[src/rtl/iir_ctrl.sv]
// iir_ctrl: handshake and coefficient controller for an external first-order
// IIR datapath. Samples are accepted in IDLE, the datapath is kicked for one
// cycle (LOAD), the result is collected after LAT cycles (WAIT) and held until
// the consumer takes it (HOLD). Coefficients are written to shadow registers
// and copied to the active set atomically, only while the controller is idle.
// Optional feature: define IIR_CTRL_CNT_EN to add the sample_cnt output.
module iir_ctrl #(
  parameter int           W       = 16,
  parameter int           LAT     = 1,
  parameter logic [W-1:0] B0_INIT = 16'h060A,
  parameter logic [W-1:0] B1_INIT = 16'h060A,
  parameter logic [W-1:0] A1_INIT = 16'h0414
) (
  input  logic         clk,
  input  logic         rst,
  input  logic         in_valid,
  output logic         in_ready,
  input  logic [W-1:0] in_data,
  output logic         out_valid,
  input  logic         out_ready,
  output logic [W-1:0] out_data,
  input  logic         cfg_we,
  input  logic [1:0]   cfg_addr,
  input  logic [W-1:0] cfg_wdata,
  input  logic         cfg_commit,
  output logic [W-1:0] iir_x,
  output logic [W-1:0] iir_b0,
  output logic [W-1:0] iir_b1,
  output logic [W-1:0] iir_a1,
  output logic         iir_en,
  input  logic [W-1:0] iir_y,
  output logic         busy,
`ifdef IIR_CTRL_CNT_EN
  output logic [15:0]  sample_cnt,
`endif
  output logic         cfg_pend
);

  // Counter only needs to hold LAT-1.
  localparam int CW = (LAT > 1) ? $clog2(LAT) : 1;

  typedef enum logic [1:0] {
    ST_IDLE = 2'd0,
    ST_LOAD = 2'd1,
    ST_WAIT = 2'd2,
    ST_HOLD = 2'd3
  } state_t;

  state_t          state_q;
  logic [CW-1:0]   cnt_q;
  logic [W-1:0]    x_q;
  logic [W-1:0]    out_data_q;
  logic            out_valid_q;
  logic            iir_en_q;

  logic [W-1:0]    b0_sh_q, b1_sh_q, a1_sh_q;
  logic [W-1:0]    b0_sh_d, b1_sh_d, a1_sh_d;
  logic [W-1:0]    b0_act_q, b1_act_q, a1_act_q;
  logic [W-1:0]    b0_act_d, b1_act_d, a1_act_d;
  logic            pend_q, pend_d;
  logic            copy_s;

  // A pending commit blocks new samples so the copy lands between samples.
  assign in_ready  = (state_q == ST_IDLE) && !pend_q;
  assign busy      = (state_q != ST_IDLE);
  assign cfg_pend  = pend_q;
  assign out_valid = out_valid_q;
  assign out_data  = out_data_q;
  assign iir_x     = x_q;
  assign iir_en    = iir_en_q;
  assign iir_b0    = b0_act_q;
  assign iir_b1    = b1_act_q;
  assign iir_a1    = a1_act_q;

  // Sample FSM with registered datapath strobe and output holding registers.
  always_ff @(posedge clk or posedge rst) begin
    if (rst) begin
      state_q     <= ST_IDLE;
      cnt_q       <= {CW{1'b0}};
      x_q         <= {W{1'b0}};
      out_data_q  <= {W{1'b0}};
      out_valid_q <= 1'b0;
      iir_en_q    <= 1'b0;
    end else begin
      case (state_q)
        ST_IDLE: begin
          if (in_valid && in_ready) begin
            x_q      <= in_data;
            iir_en_q <= 1'b1;      // high for the single LOAD cycle
            state_q  <= ST_LOAD;
          end else begin
            iir_en_q <= 1'b0;
          end
        end
        ST_LOAD: begin
          iir_en_q <= 1'b0;
          cnt_q    <= CW'(LAT - 1);
          state_q  <= ST_WAIT;
        end
        ST_WAIT: begin
          if (cnt_q == {CW{1'b0}}) begin
            out_data_q  <= iir_y;
            out_valid_q <= 1'b1;
            state_q     <= ST_HOLD;
          end else begin
            cnt_q <= cnt_q - {{(CW-1){1'b0}}, 1'b1};
          end
        end
        ST_HOLD: begin
          if (out_valid_q && out_ready) begin
            out_valid_q <= 1'b0;
            state_q     <= ST_IDLE;
          end else begin
            out_valid_q <= 1'b1;
          end
        end
        default: begin
          state_q     <= ST_IDLE;
          iir_en_q    <= 1'b0;
          out_valid_q <= 1'b0;
        end
      endcase
    end
  end

  // Copy happens in the first idle cycle that sees a pending commit.
  assign copy_s = pend_q && (state_q == ST_IDLE);

  // Next-state for shadow writes, active copy and commit bookkeeping.
  always_comb begin
    b0_sh_d = b0_sh_q;
    b1_sh_d = b1_sh_q;
    a1_sh_d = a1_sh_q;
    if (cfg_we) begin
      case (cfg_addr)
        2'd0:    b0_sh_d = cfg_wdata;
        2'd1:    b1_sh_d = cfg_wdata;
        2'd2:    a1_sh_d = cfg_wdata;
        default: b0_sh_d = b0_sh_q;   // address 3 has no register
      endcase
    end else begin
      b0_sh_d = b0_sh_q;
    end

    if (copy_s) begin
      b0_act_d = b0_sh_q;
      b1_act_d = b1_sh_q;
      a1_act_d = a1_sh_q;
    end else begin
      b0_act_d = b0_act_q;
      b1_act_d = b1_act_q;
      a1_act_d = a1_act_q;
    end

    // A commit arriving on the copy cycle re-arms so its write is not lost.
    if (cfg_commit) begin
      pend_d = 1'b1;
    end else if (copy_s) begin
      pend_d = 1'b0;
    end else begin
      pend_d = pend_q;
    end
  end

  // Coefficient and commit-pending registers.
  always_ff @(posedge clk or posedge rst) begin
    if (rst) begin
      b0_sh_q  <= B0_INIT;
      b1_sh_q  <= B1_INIT;
      a1_sh_q  <= A1_INIT;
      b0_act_q <= B0_INIT;
      b1_act_q <= B1_INIT;
      a1_act_q <= A1_INIT;
      pend_q   <= 1'b0;
    end else begin
      b0_sh_q  <= b0_sh_d;
      b1_sh_q  <= b1_sh_d;
      a1_sh_q  <= a1_sh_d;
      b0_act_q <= b0_act_d;
      b1_act_q <= b1_act_d;
      a1_act_q <= a1_act_d;
      pend_q   <= pend_d;
    end
  end

`ifdef IIR_CTRL_CNT_EN
  logic [15:0] sample_cnt_q;
  assign sample_cnt = sample_cnt_q;

  // Completed-output counter, wraps naturally at 16 bits.
  always_ff @(posedge clk or posedge rst) begin
    if (rst) begin
      sample_cnt_q <= 16'h0000;
    end else if (out_valid_q && out_ready) begin
      sample_cnt_q <= sample_cnt_q + 16'h0001;
    end else begin
      sample_cnt_q <= sample_cnt_q;
    end
  end
`endif

endmodule
[config.mk]
export PLATFORM = sky130hd
export DESIGN_NAME = iir_ctrl
export DESIGN_NICKNAME = d
export VERILOG_FILES = /design/src/rtl/iir_ctrl.sv
export SDC_FILE = /design/constraint.sdc
export NUM_CORES = 1
export LEC_CHECK = 0
export ABC_AREA = 0
export CORE_ASPECT_RATIO = 1.25
export CORE_UTILIZATION = 30
export CTS_CLUSTER_DIAMETER = 60
export DETAILED_ROUTE_END_ITERATION = 6
export SETUP_SLACK_MARGIN = 0.2
export SYNTH_ARGS = -nofsm -noshare
export SYNTH_HDL_FRONTEND = slang
export SYNTH_SLANG_ARGS = --single-unit
[constraint.sdc]
create_clock -name clk -period 5.4 [get_ports clk]
set_clock_uncertainty 0.2 [all_clocks]
set_input_delay 1.08 -clock clk [delete_from_list [all_inputs] [get_ports clk]]
set_output_delay 1.08 -clock clk [all_outputs]
set_load 0.03 [all_outputs]
; Word level (Yosys, flattened, before mapping)
; Index checks and enable logic that the tools add are counted.
[word_totals]
ff_bits = 134
word_cells = 55
output_inout_bits = 85
input_bits = 56
[classes]
muxes = 13
n_reduce_logical = 19
bitwise = 1
eq_ne = 8
add_sub_neg = 1
[op_table]
columns = op, count
row1 = AND reduction 2 bit, 6
row2 = nonzero test 2 bit, 5
row3 = one-hot mux 2 bit (4 select lines), 1
row4 = equality test 2 bit (second input constant), 3
row5 = two-way mux 1 bit, 6
row6 = two-way mux 2 bit, 3
row7 = one-hot mux 1 bit (2 select lines), 3
row8 = equality test 2 x 1 -> 1 bit (second input constant), 2
row9 = logical AND 1 bit, 4
row10 = zero test 2 bit, 2
row11 = inequality test 2 bit (second input constant), 2
row12 = AND reduction 3 bit, 1
row13 = inequality test 2 x 1 -> 1 bit (second input constant), 1
row14 = zero test 1 bit, 1
row15 = inverter 1 bit, 1
row16 = subtractor 1 bit (second input constant), 1

; Logic depth before layout (Yosys ltp)
[logic_depth]
ltp_word = 5
depth_mapped = 6
ltp_nobuf = 5

; Worst setup path before layout
; Ideal clock, no wire load.
[synth_path]
path_type = register -> output
from = reg state_q[0]
to = out in_ready
path_slack_ns = 3.101
t_arrival_ns = 1.019
stages_incl_launch_ff = 4
path_cell_list = dfrtp_1 inv_1 ha_1 and2b_1
[synth_between]
elab_chain_len = 2
[synth_lines]
columns = element, line_no
row1 = start: declaration, 49  ; state_t state_q;
row2 = start signal: assignment, 78  ; state_q <= ST_IDLE;
row3 = start signal: assignment, 90  ; state_q <= ST_LOAD;
row4 = start signal: assignment, 98  ; state_q <= ST_WAIT;
row5 = zero test 2 bit, 64  ; assign in_ready = (state_q == ST_IDLE) && !pend_q;
row6 = logical AND 1 bit, 64
row7 = end: declaration, 17  ; output logic in_ready,
; Every way passes these cells.

; Worst setup path after layout
; Same ends and word-level chain as after synthesis.

==> summary by stage <==
Finish
The share of cells above drive strength 1 is 41.4%. Summing all flip-flop and latch instances after layout gives 3360 um2. The multi-input logic area is 1630 um2. The antenna diode instance count is 0. The layout-stage area growth over the synthesis result is 45.0%. The filler cell count in the final layout is 1514.

The final layout contains 506 nets.

Synthesis
Yosys mapped a number of flops with a built-in enable equal to 0. The fraction of synthesized cell area taken by the top area cell type is 54.7%. For this run, the register share of the synthesized area comes to 66.0%.

In this run, distinct cell masters in the synthesized netlist total 21. By count the netlist is led by sky130_fd_sc_hd__mux2_2, sky130_fd_sc_hd__dfrtp_1, sky130_fd_sc_hd__dfstp_2, sky130_fd_sc_hd__buf_2, sky130_fd_sc_hd__buf_6. In the synthesized netlist, the number of instances is 296. The most instantiated flip-flop cell in the synthesis netlist is sky130_fd_sc_hd__dfrtp_1. The post-synth design cell area is 5080 um2. The synthesized flop and latch total is 133. By area the synthesized netlist is led by sky130_fd_sc_hd__dfrtp_1, sky130_fd_sc_hd__mux2_2, sky130_fd_sc_hd__dfstp_2, sky130_fd_sc_hd__buf_6, sky130_fd_sc_hd__ha_1. The count of warnings emitted by yosys is 0. Of all flip-flops after synthesis, the portion carrying an async set or reset was 100%. The most numerous cell in the Yosys netlist is sky130_fd_sc_hd__mux2_2. The mean instance size in the synthesized netlist is 17.2 um2. The biggest area contributor in the post-synthesis netlist is sky130_fd_sc_hd__dfrtp_1. The synthesized netlist net count is 356.

Place
The number of buffer cells added on primary ports is 140. The final RePlAce weighted congestion is 0.710. The half-perimeter wire length of the detailed placement result is 6780 um.

Global route
The maximum number of pins on one net before global-route repair is 107. Across every metal layer, demand over resource in global routing totals 12.9%. For this run the aggregate overflow at the end of global routing stands at 0. The first-pass GRT wire length is 17100 um. The via count of the first global-routing pass is 3226. The initial antenna violation count came to 0.

Clocking
The clock-pin slew on the worst setup and hold paths is 0.06 ns. The hold buffer count at CTS is 0. Counting every sink on the clock net gives 133. The number of resized instances in the post-cts repair step is 0. The level count of the clock H-tree is 4. The clock tree from TritonCTS is built. Clock tree synthesis selected as its root buffer the cell sky130_fd_sc_hd__clkbuf_16. The TritonCTS buffer count is 17. The insertion delay of the later-clocked pin in the worst-skew pair is 0.41 ns. In this run the post-CTS setup repair buffer count came out at 0.

The maximum number of buffers from clock root to sink is 2.

Power and ir drop
Dividing total power by cell area gives a power density of 683 nW/um2. The cell leakage power is 3.08 nW. Across the VDD grid, the largest voltage drop is 0.312 mV.

Timing
Setup repair after global routing left no endpoint under its margin. The clock period could shrink to 3.36 ns. The relative slew slack is 34.2%.

The final count of negative-setup-slack endpoints is 0. The tightest hold path in the finished design has a slack of 0.290 ns. For the pin with the worst max-slew slack, the measured transition is 0.985 ns. The accumulated negative setup slack is 0 ns. Dividing the final minimum period by the clock period gives 62.2%. The final count of hold timing violations is 0. The number of slew-limit violations in the final report was 0.

The top achievable clock speed is 0.298 GHz.

Floorplanning
The floorplan has 52 rows. The die covers 17500 um2. The horizontal extent of the die is 118 um.

In this run the count of I/O pins placed on the die edge is 141. The floorplan step set the die height to 148 um. The core area is 16400 um2. The initial cell density of the core is 31.0%.

Setup path
STA classifies the critical path startpoint as a flop. The arrival time of data at the critical path endpoint is 2.08 ns. The capturing element type of the critical path is an output pin.

Together, buffers and inverters on the worst path number 2. The largest driver fanout on the critical path is 5. The required time of the critical path is 4.12 ns. On the worst path, the slowest cell contributes a delay of 0.70 ns. Traced cell by cell, the critical path runs through inv_1, ha_1, and2b_1, clkdlybuf4s50_1. The start-to-end type of the worst setup path is reg -> out. The slowest stage of the critical path belongs to the cell sky130_fd_sc_hd__clkdlybuf4s50_1. Grouping stages by cell kind, the critical path spends the most delay in buffers and inverters.

Run status
The flow ran to the end, and the final reports show no timing, DRC or antenna violations.

Route
The routed wire length is 10400 um. The count of antenna-violating nets left after detailed routing is 0. The average wire per cell in the routed design is 15.4 um.

The final route contains 2969 vias. The detailed router finished its first iteration with 84 violations. In the routed design, unresolved DRC markers number 0. In the routed layout, each cell is associated on average with a via count of 4.40. The first TritonRoute pass finished after 2 iterations.

Run
The max-capacitance violation count is 0.

Hold path
The worst min-delay path category is reg -> reg.
where the power goes:
group | leakage [nW] | switching [mW] | internal, mW | total (mW)
combinational | 1.20 | 1.07 | 1.01 | 2.08
clock | 0.329 | 0.424 | 0.889 | 1.31
sequential | 1.55 | 0.200 | 1.44 | 1.64
total | 3.08 | 1.70 | 3.33 | 5.03
final cells by class:
class,instances,share of cell area [%]
multi-input cells,148,22.1
flip-flops and latches,133,45.5
repair buffers,142,19.2
clock inverters,13,3.09
well taps,216,3.67
inverters,4,0.272
clock buffers,19,6.15
routing by layer:
layer  GRT usage [%]  vias up  wire length [um]
met5               0        -                 0
met4            5.13        0               142
met3            5.36       11               702
met2            21.7      102              5240
met1            14.7     1495              4310
li1                -     1361                 -
path summary, 6_finish.rpt:
kind | from | to | slack (ns) | cells after the start
min in group asynchronous | rst | iir_x[15] | 1.05 | 2
max | state_q[0] | in_ready | 2.04 | 4
max in group asynchronous | rst | out_data[3] | 3.05 | 3
max reg2reg | state_q[0] | iir_b0[8] | 3.31 | 5
min reg2reg | b0_sh_q[0] | iir_b0[0] | 0.29 | 1
min | b0_sh_q[0] | iir_b0[0] | 0.29 | 1
layout by cell type (no fill, tap or decap), drive strengths merged:
cell type and instances:
a21boi 1, a21o 1, a21oi 2, and2b 1, buf 2, bufinv 6
clkbuf 19, clkdlybuf4s50 140, clkinv 5, clkinvlp 2, dfrtp 111, dfstp 22
ha 4, inv 4, mux2 129, nand2 3, nand2b 1, nand3b 2
nor2 1, nor3b 1, o21bai 1, o32a 1
registers in the layout, indices dropped and copies added (netlist names), 16 cells and up:
name / count
iir_b1: 16
b1_sh_q: 16
iir_x: 16
out_data: 16
iir_b0: 16
a1_sh_q: 16
iir_a1: 16
b0_sh_q: 16
cells by family (layout without fill, tap and decap cells):
family          count (synthesis)  after routing  synth area share, %
mux                           129            129                 28.6
buf+inv                        15            178                 2.04
flops                         133            133                 66.0
fa+ha+maj                       4              4                0.985
compound gates                  6              6                0.837
simple gates                    9              9                 1.53
metrics by stage:
| stage | util (%) | total power, mW | worst slack [ns] | instances | area (um2) |
|---|---|---|---|---|---|
| finish | 44.9 | 5.03 | 2.04 | 675 | 7370 |
| floorplan | - | 2.93 | 0.602 | 296 | 5080 |
| detailed placement | 40.8 | 3.77 | 2.13 | 643 | 6690 |
| global placement | 40.8 | 3.72 | 2.17 | 643 | 6690 |
| CTS | 44.9 | 5.11 | 2.00 | 675 | 7370 |
| global route | 44.9 | 5.28 | 1.93 | 675 | 7370 |
No activity file was read; power rests on OpenSTA's default activity.
